<file path="config.mk">
export PLATFORM = sky130hd
export DESIGN_NAME = io_hub
export DESIGN_NICKNAME = d
export VERILOG_FILES = /design/src/rtl/io_fifo.sv /design/src/rtl/io_hub.sv
export SDC_FILE = /design/constraint.sdc
export NUM_CORES = 2
export LEC_CHECK = 0
export ABC_AREA = 1
export ABC_CLOCK_PERIOD_IN_PS = 3200
export BUFFER_PORTS_ARGS = -buffer_cell sky130_fd_sc_hd__buf_2
export CORE_MARGIN = 2
export CORE_UTILIZATION = 50
export CTS_BUF_LIST = sky130_fd_sc_hd__clkbuf_16
export DETAILED_ROUTE_END_ITERATION = 7
export MAX_ROUTING_LAYER = met4
export PLACE_DENSITY = 0.72
export SLEW_MARGIN = 40
export SYNTH_ARGS = -nofsm -noshare
export SYNTH_HDL_FRONTEND = slang
export SYNTH_HIERARCHICAL = 1
export SYNTH_SLANG_ARGS = --single-unit
</file>
<file path="constraint.sdc">
create_clock -name clk -period 3.2 [get_ports clk]
set_input_delay 0.48 -clock clk [delete_from_list [all_inputs] [get_ports clk]]
set_output_delay 0.48 -clock clk [all_outputs]
set_load 0.05 [all_outputs]
</file>
<file path="src/rtl/io_fifo.sv">
// Per-channel show-ahead FIFO. The head word is always visible on dout, and
// a full FIFO accepts a push when it is popped in the same cycle.
module io_fifo #(
  parameter int NBITS = 32,
  parameter int DEPTH = 4
) (
  input  logic             clk,
  input  logic             rst,
  input  logic             push,
  input  logic [NBITS-1:0] din,
  input  logic             pop,
  output logic [NBITS-1:0] dout,
  output logic             full,
  output logic             empty
);
  localparam int PW = $clog2(DEPTH);

  logic [NBITS-1:0] mem [DEPTH];
  logic [PW-1:0]    wp, rp;
  logic [PW:0]      cnt;
  logic             do_push, do_pop;

  assign empty   = (cnt == '0);
  assign full    = (cnt == (PW+1)'(DEPTH));
  assign do_pop  = pop & ~empty;
  // Pop is checked first: an empty FIFO never bypasses a same-cycle push.
  assign do_push = push & (~full | do_pop);
  assign dout    = mem[rp];

  always_ff @(posedge clk or posedge rst) begin
    if (rst) begin
      wp  <= '0;
      rp  <= '0;
      cnt <= '0;
    end else begin
      if (do_push) wp <= wp + 1'b1;
      if (do_pop)  rp <= rp + 1'b1;
      case ({do_push, do_pop})
        2'b10:   cnt <= cnt + 1'b1;
        2'b01:   cnt <= cnt - 1'b1;
        default: cnt <= cnt;
      endcase
    end
  end

  always_ff @(posedge clk) begin
    if (do_push) mem[wp] <= din;
  end
endmodule

</file>
<file path="src/rtl/io_hub.sv">
// Responder side of the core IO port: buffers core writes toward external
// consumers and external producer data toward core reads.
module io_hub #(
  parameter int NUBITS = 32,
  parameter int NUIOIN = 8,
  parameter int NUIOOU = 8,
  parameter int FDEPTH = 4,
  localparam int IAW = (NUIOIN > 1) ? $clog2(NUIOIN) : 1,
  localparam int OAW = (NUIOOU > 1) ? $clog2(NUIOOU) : 1
) (
  input  logic                     clk,
  input  logic                     rst,
  input  logic                     req_in,
  input  logic [IAW-1:0]           addr_in,
  output logic [NUBITS-1:0]        io_in,
  input  logic                     out_en,
  input  logic [OAW-1:0]           addr_out,
  input  logic [NUBITS-1:0]        data_out,
  input  logic [NUIOIN*NUBITS-1:0] ext_in_data,
  input  logic [NUIOIN-1:0]        ext_in_valid,
  output logic [NUIOIN-1:0]        ext_in_ready,
  output logic [NUIOOU*NUBITS-1:0] ext_out_data,
  output logic [NUIOOU-1:0]        ext_out_valid,
  input  logic [NUIOOU-1:0]        ext_out_ready,
  output logic [NUIOOU-1:0]        ovf,
  output logic [NUIOIN-1:0]        udf,
  input  logic                     clr_err
);
  localparam logic [IAW:0] NIN = (IAW+1)'(NUIOIN);
  localparam logic [OAW:0] NOU = (OAW+1)'(NUIOOU);

  // Single-channel builds ignore the address and always use channel 0.
  logic           rd_ok, wr_ok;
  logic [IAW-1:0] rd_sel;
  logic [OAW-1:0] wr_sel;
  assign rd_ok  = (NUIOIN == 1) || ({1'b0, addr_in}  < NIN);
  assign wr_ok  = (NUIOOU == 1) || ({1'b0, addr_out} < NOU);
  assign rd_sel = (NUIOIN == 1) ? '0 : addr_in;
  assign wr_sel = (NUIOOU == 1) ? '0 : addr_out;

  logic [NUIOIN-1:0][NUBITS-1:0] in_dout;
  logic [NUIOIN-1:0]             in_full, in_empty, rd_hit, udf_set;
  logic [NUIOOU-1:0]             out_full, out_empty, wr_hit, ovf_set, out_pop;

  assign ext_in_ready  = ~in_full & {NUIOIN{~rst}};
  assign ext_out_valid = ~out_empty;
  assign out_pop       = ext_out_ready & ~out_empty;

  for (genvar k = 0; k < NUIOIN; k++) begin : g_in
    assign rd_hit[k]  = req_in & rd_ok & (rd_sel == IAW'(k));
    assign udf_set[k] = rd_hit[k] & in_empty[k];
    io_fifo #(.NBITS(NUBITS), .DEPTH(FDEPTH)) u_fifo (
      .clk(clk), .rst(rst),
      .push(ext_in_valid[k] & ext_in_ready[k]),
      .din(ext_in_data[k*NUBITS +: NUBITS]),
      .pop(rd_hit[k]),
      .dout(in_dout[k]), .full(in_full[k]), .empty(in_empty[k])
    );
  end

  for (genvar k = 0; k < NUIOOU; k++) begin : g_out
    assign wr_hit[k]  = out_en & wr_ok & (wr_sel == OAW'(k));
    // Full implies non-empty, so ready alone means a same-cycle pop frees a slot.
    assign ovf_set[k] = wr_hit[k] & out_full[k] & ~ext_out_ready[k];
    io_fifo #(.NBITS(NUBITS), .DEPTH(FDEPTH)) u_fifo (
      .clk(clk), .rst(rst),
      .push(wr_hit[k]), .din(data_out),
      .pop(out_pop[k]),
      .dout(ext_out_data[k*NUBITS +: NUBITS]),
      .full(out_full[k]), .empty(out_empty[k])
    );
  end

  logic [NUBITS-1:0] rd_data;
  always_comb begin
    rd_data = '0;
    for (int k = 0; k < NUIOIN; k++)
      if (rd_hit[k] & ~in_empty[k]) rd_data = in_dout[k];
  end

  always_ff @(posedge clk or posedge rst) begin
    if (rst) begin
      io_in <= '0;
      ovf   <= '0;
      udf   <= '0;
    end else begin
      if (req_in) io_in <= rd_data;
      ovf <= (clr_err ? '0 : ovf) | ovf_set;
      udf <= (clr_err ? '0 : udf) | udf_set;
    end
  end
endmodule

</file>
**Yosys cells after proc, flatten, opt, wreduce, memory -nomap -nowiden**

Memory sizes are Yosys's and may differ from the RTL's.
Index checks and enable logic that the tools add are counted.

- Add/subtract/negate cells: 64
- Eq/ne operators: 62
- Multiplexer cells: 58
- Bitwise operators: 143
- Reductions and logical operators: 34

Operators with widths:

| cell | number |
|---|---|
| $mux 32 | 8 |
| $pmux 3 s2 | 16 |
| $and 1x1->1 | 80 |
| $eq 3x3->1 const B | 24 |
| $add 2x1->2 const B | 32 |
| $logic_not 3->1 | 18 |
| $add 3x1->3 const B | 16 |
| $sub 3x1->3 const B | 16 |
| $not 1->1 | 41 |
| $eq 2x1->1 const B | 16 |
| $eq 2x2->1 const B | 16 |
| $mux 1 | 32 |
| $reduce_bool 2->1 | 16 |
| $and 8x8->8 | 2 |
| $mux 8 | 2 |
| $not 8->8 | 2 |
| $or 1x1->1 | 16 |
| $or 8x8->8 | 2 |
| $eq 3x2->1 const B | 4 |
| $eq 3x1->1 const B | 2 |

- Register bits: 160
- Bits in writable memories: 2048
- Memories: 16

Memories:

| memory | depth | width | rd ports | clocked after Yosys merged registers in | write ports | line | text |
|---|---|---|---|---|---|---|---|
| g_in[0].u_fifo.mem | 4 | 32 | 1 | 0 | 1 | io_fifo.sv:18 | `logic [NBITS-1:0] mem [DEPTH];` |
| g_in[1].u_fifo.mem | 4 | 32 | 1 | 0 | 1 | io_fifo.sv:18 |  |
| g_in[2].u_fifo.mem | 4 | 32 | 1 | 0 | 1 | io_fifo.sv:18 |  |
| g_in[3].u_fifo.mem | 4 | 32 | 1 | 0 | 1 | io_fifo.sv:18 |  |
| g_in[4].u_fifo.mem | 4 | 32 | 1 | 0 | 1 | io_fifo.sv:18 |  |
| g_in[5].u_fifo.mem | 4 | 32 | 1 | 0 | 1 | io_fifo.sv:18 |  |
| +10 memories | n/a | n/a | n/a | n/a | n/a | n/a |  |

**Depth between registers and ports, before layout**

- Depth after elaboration: 11
- Depth in mapped cells: 12
- Gate-level depth less buffers: 11

**Hierarchy**

The synthesis kept the hierarchy.

By module, submodules not included:

| module | instances | cells an instance | area an instance (um^2) |
|---|---|---|---|
| io_fifo | 16 | 366 | 5188.7 |
| io_hub | 1 | 779 | 4489.3 |

**Worst setup path after synthesis**

No wires, ideal clock.

- Path kind: input to register
- From: in rst
- To: mem g_in[0].u_fifo.mem[0][0], enable pin
- Library setup time: 421 ps
- Arrival time: 2795 ps
- Setup slack: -16 ps
- Stages on the path: 5
- Cell sequence: clkbuf_1 > clkbuf_1 > nor3b_1 > o21ai_4 > nor2_1

- Word-level cells in the longest chain between the ends: 6

Ends and longest elaborated chain:

| element | line | text |
|---|---|---|
| start: declaration | io_hub.sv:12 | `input logic rst,` |
| $not 1->1 | io_hub.sv:45 | `assign ext_in_ready = ~in_full & {NUIOIN{~rst}};` |
| $and 8x8->8 | io_hub.sv:45 |  |
| $and 1x1->1 | io_hub.sv:54 | `.push(ext_in_valid[k] & ext_in_ready[k]),` |
| $and 1x1->1 | io_fifo.sv:27 | `assign do_push = push & (~full \| do_pop);` |
| $mux 1 | io_fifo.sv:47 | `if (do_push) mem[wp] <= din;` |
| $mux 1 (not written as such) | io_fifo.sv:47 |  |
| end: declaration | io_fifo.sv:18 |  |

Every way passes these cells.

**Worst setup path in the final report**

- From: reg g_out[1].u_fifo.rp[0]
- To: out ext_out_data[34]

- Word-level cells in the longest chain between the ends: 1

Ends and longest elaborated chain:

| element | line | text |
|---|---|---|
| start: declaration | io_fifo.sv:19 | `logic [PW-1:0] wp, rp;` |
| start signal: assignment | io_fifo.sv:37 | `if (do_pop) rp <= rp + 1'b1;` |
| $mem_v2 4x32 | n/a |  |
| end: declaration | io_hub.sv:22 | `output logic [NUIOOU*NUBITS-1:0] ext_out_data,` |

Every way passes these cells.

==> summary.md <==
| Metric | Value |
|---|---|
| Vertical die dimension | `between 400 and 500 µm` |
| Most common cell in the synthesized netlist | `edfxtp_1` |
| Critical-path top delay cell | `dfrtp_2` |
| Core Area | `between 0.15 and 0.2 mm²` |
| Pin count of the biggest net entering global routing | `66` |
| Fin util | `0.594` |
| Proportion of synthesized chip area in sequential cells | `0.749` |
| Min-Delay Path Class | `input pin to register` |
| Initial standard-cell utilization of the core | `0.503` |
| Commonest cells in the synthesized netlist | `edfxtp_1, nor2_1, o21ai_0` |
| Via density | `5.73` |
| First-pass GRT wire length | `359 mm` |
| Via count of the first global-routing pass | `approximately 55k` |
| Maximum clock skew at final layout | `~0.05 ns` |
| Floorplan row count | `153` |
| Number of violations of the max-capacitance limit | `0` |
| Detailed Routing Iterations Pass 1 | `8` |
| Unrepaired setup endpoints after global routing | `false` |
| Maximum cell stage delay along the critical path | `0.54 ns` |
| Dominant synthesized flop cell | `edfxtp_1` |
| Final number of setup-violating endpoints | `0` |
| Fraction of layout instances using a drive strength above 1 | `0.167` |
| Total power consumption of the routed design | `between 0.09 and 0.1 W` |
| Synthesis-stage register bit count | `2208` |
| Fin. max-slew vios | `0` |
| Fmax | `318 MHz` |
| Number of failing hold endpoints at the final stage | `0` |
| Postcts setup bufs | `0` |
| Vias post-DR | `between 50k and 60k` |
| Status | `finished, final reports clean` |
| Worst path cell trace | `inv_4 > buf_12 > o21ai_1 > o22ai_1 > buf_2` |
| Power Dens Cells | `947 mW/mm²` |
| Routed Antenna Nets | `0` |
| Area growth from synthesis to layout | `17.9%` |
| Global route total overflow | `0` |
| Yosys top cell area share | `0.703` |
| Critical Path End Type | `output port` |
| Start of the worst register-to-register path | `g_in[6].u_fifo/cnt[0]` |
| Number of I/O pins | `635` |
| Clk pin slew, worst setup/hold paths | `about 0.060 ns` |
| Req. time, crit path | `2.72 ns` |
| TNS Setup | `0 ns` |
| Final worst path period need | `between 3 and 4 ns` |
| Worst skew pair latency | `between 0.8 and 0.9 ns` |
| Die extent in x | `about 420 µm` |
| Worst path buffer plus inverter count | `3` |
| Crit-path leading delay family | `buffers and inverters` |
| Worst Hold Launch | `data_out[22]` |
| Half-perimeter wire length after detailed placement | `161 mm` |
| Buffers on Ports | `around 630` |
| Worst-case hold slack | `0.109 ns` |
| Category of the most critical setup path | `register to output port` |
| Endpoint of the worst register-to-register path | `g_in[6].u_fifo/mem[0][6]` |
| Maximum resistive drop on vdd | `0.700 mV` |
| End point of the most critical hold path | `g_out[6].u_fifo/mem[2][22]` |
| Average routed wire per standard cell | `around 25 µm` |
| Max Root-Sink Buffers | `3` |
| Die area | `about 0.18 mm²` |
| Final worst path period share | `0.983` |
| Async SR Flop Fraction | `0.0725` |
| Number of sinks handled by clock tree synthesis | `around 2.2k` |
| Post-synthesis net count | `~7.0k` |
| Most area-hungry cell type in the Yosys netlist | `edfxtp_1` |
| Yosys warns | `6` |
| Total DRC errors in the routed layout | `0` |
| Worst hold path cell count | `1` |
| Count of nets after finishing | `7967` |
| Final wirelength | `about 250 mm` |
| Setup slack, reg-to-reg | `a little under 0.7 ns` |
| Antenna violations before repair | `64` |
| Transition at the pin with the smallest max-transition slack | `around 0.89 ns` |
| Crit path arrival time | `2.67 ns` |
| Leading cell types by total area after synthesis | `edfxtp_1, nor2_1, dfrtp_1` |
| Total clock buffers created by CTS | `approximately 210` |
| Mean post-synth cell area | `roughly 13 µm²` |
| Root buffer selected by CTS | `clkbuf_16` |
| Aggregate global-route resource usage | `0.281` |
| Synth Instances | `approximately 6.6k` |
| Post-synthesis instance area | `0.0875 mm²` |
| Synth cell types | `29` |
| Startpoint type of the worst setup path | `register` |
| Gpl congestion | `just over 0.9` |
| Count of H-tree levels built during CTS | `4` |
| CTS tree | `yes` |
| Worst slew margin | `0.408` |
| Number of enable-type register cells in the synthesized netlist | `about 2k` |
| FF-to-FF path depth | `7` |
| Initial detailed-routing violation count | `between 6k and 7k` |
| Leakage power | `about 37 nW` |
| Largest driver fanout on the critical path | `between 40 and 50` |
sequential cells by signal, summed over array words and instances (netlist names):
name / cells
udf: 8
g_in.u_fifo/cnt: 24
g_in.u_fifo/wp: 16
g_out.u_fifo/mem: 1024
io_in: 32
g_out.u_fifo/cnt: 24
g_in.u_fifo/mem: 1024
g_out.u_fifo/wp: 16
g_in.u_fifo/rp: 16
ovf: 8
g_out.u_fifo/rp: 16
worst max-delay path by stage:
| stage | depth (start not counted) | startpoint | slack [ns] | endpoint |
|---|---|---|---|---|
| global placement | 10 | addr_in[2] | 0.61 | io_in[7] |
| floorplan | 5 | rst | -0.02 | g_in[0].u_fifo/mem[0][0] |
| global route | 5 | g_out[1].u_fifo/rp[0] | 0.0004 | ext_out_data[48] |
| finish | 5 | g_out[1].u_fifo/rp[0] | 0.05 | ext_out_data[34] |
| CTS | 5 | g_out[1].u_fifo/rp[0] | 0.008 | ext_out_data[34] |
| detailed placement | 5 | rst | 0.62 | g_in[6].u_fifo/mem[2][7] |
worst register-to-register path, cell delays in order (launching register included):
cell and delay [ns]:
dfrtp_1 0.37, nor2_1 0.07, nand2_1 0.16, inv_1 0.10
nor3b_1 0.58, o21ai_4 0.23, nor2_2 0.17, buf_4 0.45
logic make-up (layout without fill, tap and decap cells):
family / Yosys count / count (layout) / synth area share
adder cells (fa/ha/maj): 80 / 80 / 0.0128
flip-flops: 2208 / 2208 / 0.749
other: 0 / 53 / 0
AO/OA/AOI/OAI: 1616 / 1616 / 0.102
buffers and inverters: 739 / 1860 / 0.0421
AND/OR/NAND/NOR: 1960 / 1960 / 0.0915
XOR/XNOR: 32 / 32 / 0.00320
repair_timing:
action | 4_1_cts | 5_1_grt
resized for setup | 7 | 18
endpoints found under the hold margin | 1088 | 0
gates cloned | 0 | 1
endpoints found under the setup margin | 16 | 40
pin swaps | 0 | 0
hold buffers | 265 | 0
cells in the final DEF, fill, tap and decap left out, drive strengths merged:
cell type / synthesis / layout
fa: 16 / 16
nor3b: 8 / 8
clkinv: 0 / 115
o22ai: 512 / 512
or2: 32 / 32
nand3: 185 / 185
dfrtp: 160 / 160
clkinvlp: 0 / 10
nand4: 64 / 64
nor2: 1250 / 1250
ha: 64 / 64
dlygate4sd3: 0 / 265
inv: 371 / 411
xor2: 32 / 32
nand3b: 16 / 16
bufinv: 0 / 20
diode: 0 / 53
clkbuf: 148 / 220
buf: 220 / 819
nor3: 2 / 2
a21oi: 32 / 32
o21ai: 1072 / 1072
nand2: 403 / 403
edfxtp: 2048 / 2048
cell type report:
type / count / area, µm²
antenna: 53 / 133
fill: 13100 / 70600
clock buffer: 213 / 5330
timing repair buffer: 1091 / 7680
clock inverter: 185 / 1610
sequential: 2208 / 65500
multi-input combinational: 3688 / 18600
tap: 2325 / 2910
inverter: 371 / 1410
stage by stage:
| step | std cells | cell area (µm²) | setup WS, ns |
|---|---|---|---|
| finish | 10100 | 103000 | 0.0532 |
| global route | 10100 | 103000 | 0.000354 |
| CTS | 10100 | 103000 | 0.00833 |
| detailed placement | 9416 | 93300 | 0.623 |
| global placement | 9416 | 93300 | 0.614 |
| floorplan | 6635 | 87500 | -0.0157 |
where the power goes:
part	internal, W	leakage [nW]	switching, W
sequential	0.0343	20.4	0.00118
clock	0.0138	3.50	0.0109
combinational	0.00875	13.1	0.0287
total	0.0569	37.0	0.0408
metal layers:
| metal | routed length, µm | global-route usage | up-vias |
|---|---|---|---|
| met5 | 0 | - | - |
| met4 | 14700 | 0.147 | 0 |
| met3 | 22900 | 0.0498 | 560 |
| met2 | 123000 | 0.455 | 3085 |
| met1 | 89100 | 0.339 | 28400 |
| li1 | - | - | 26000 |
Power figures use the tool's default switching activity.
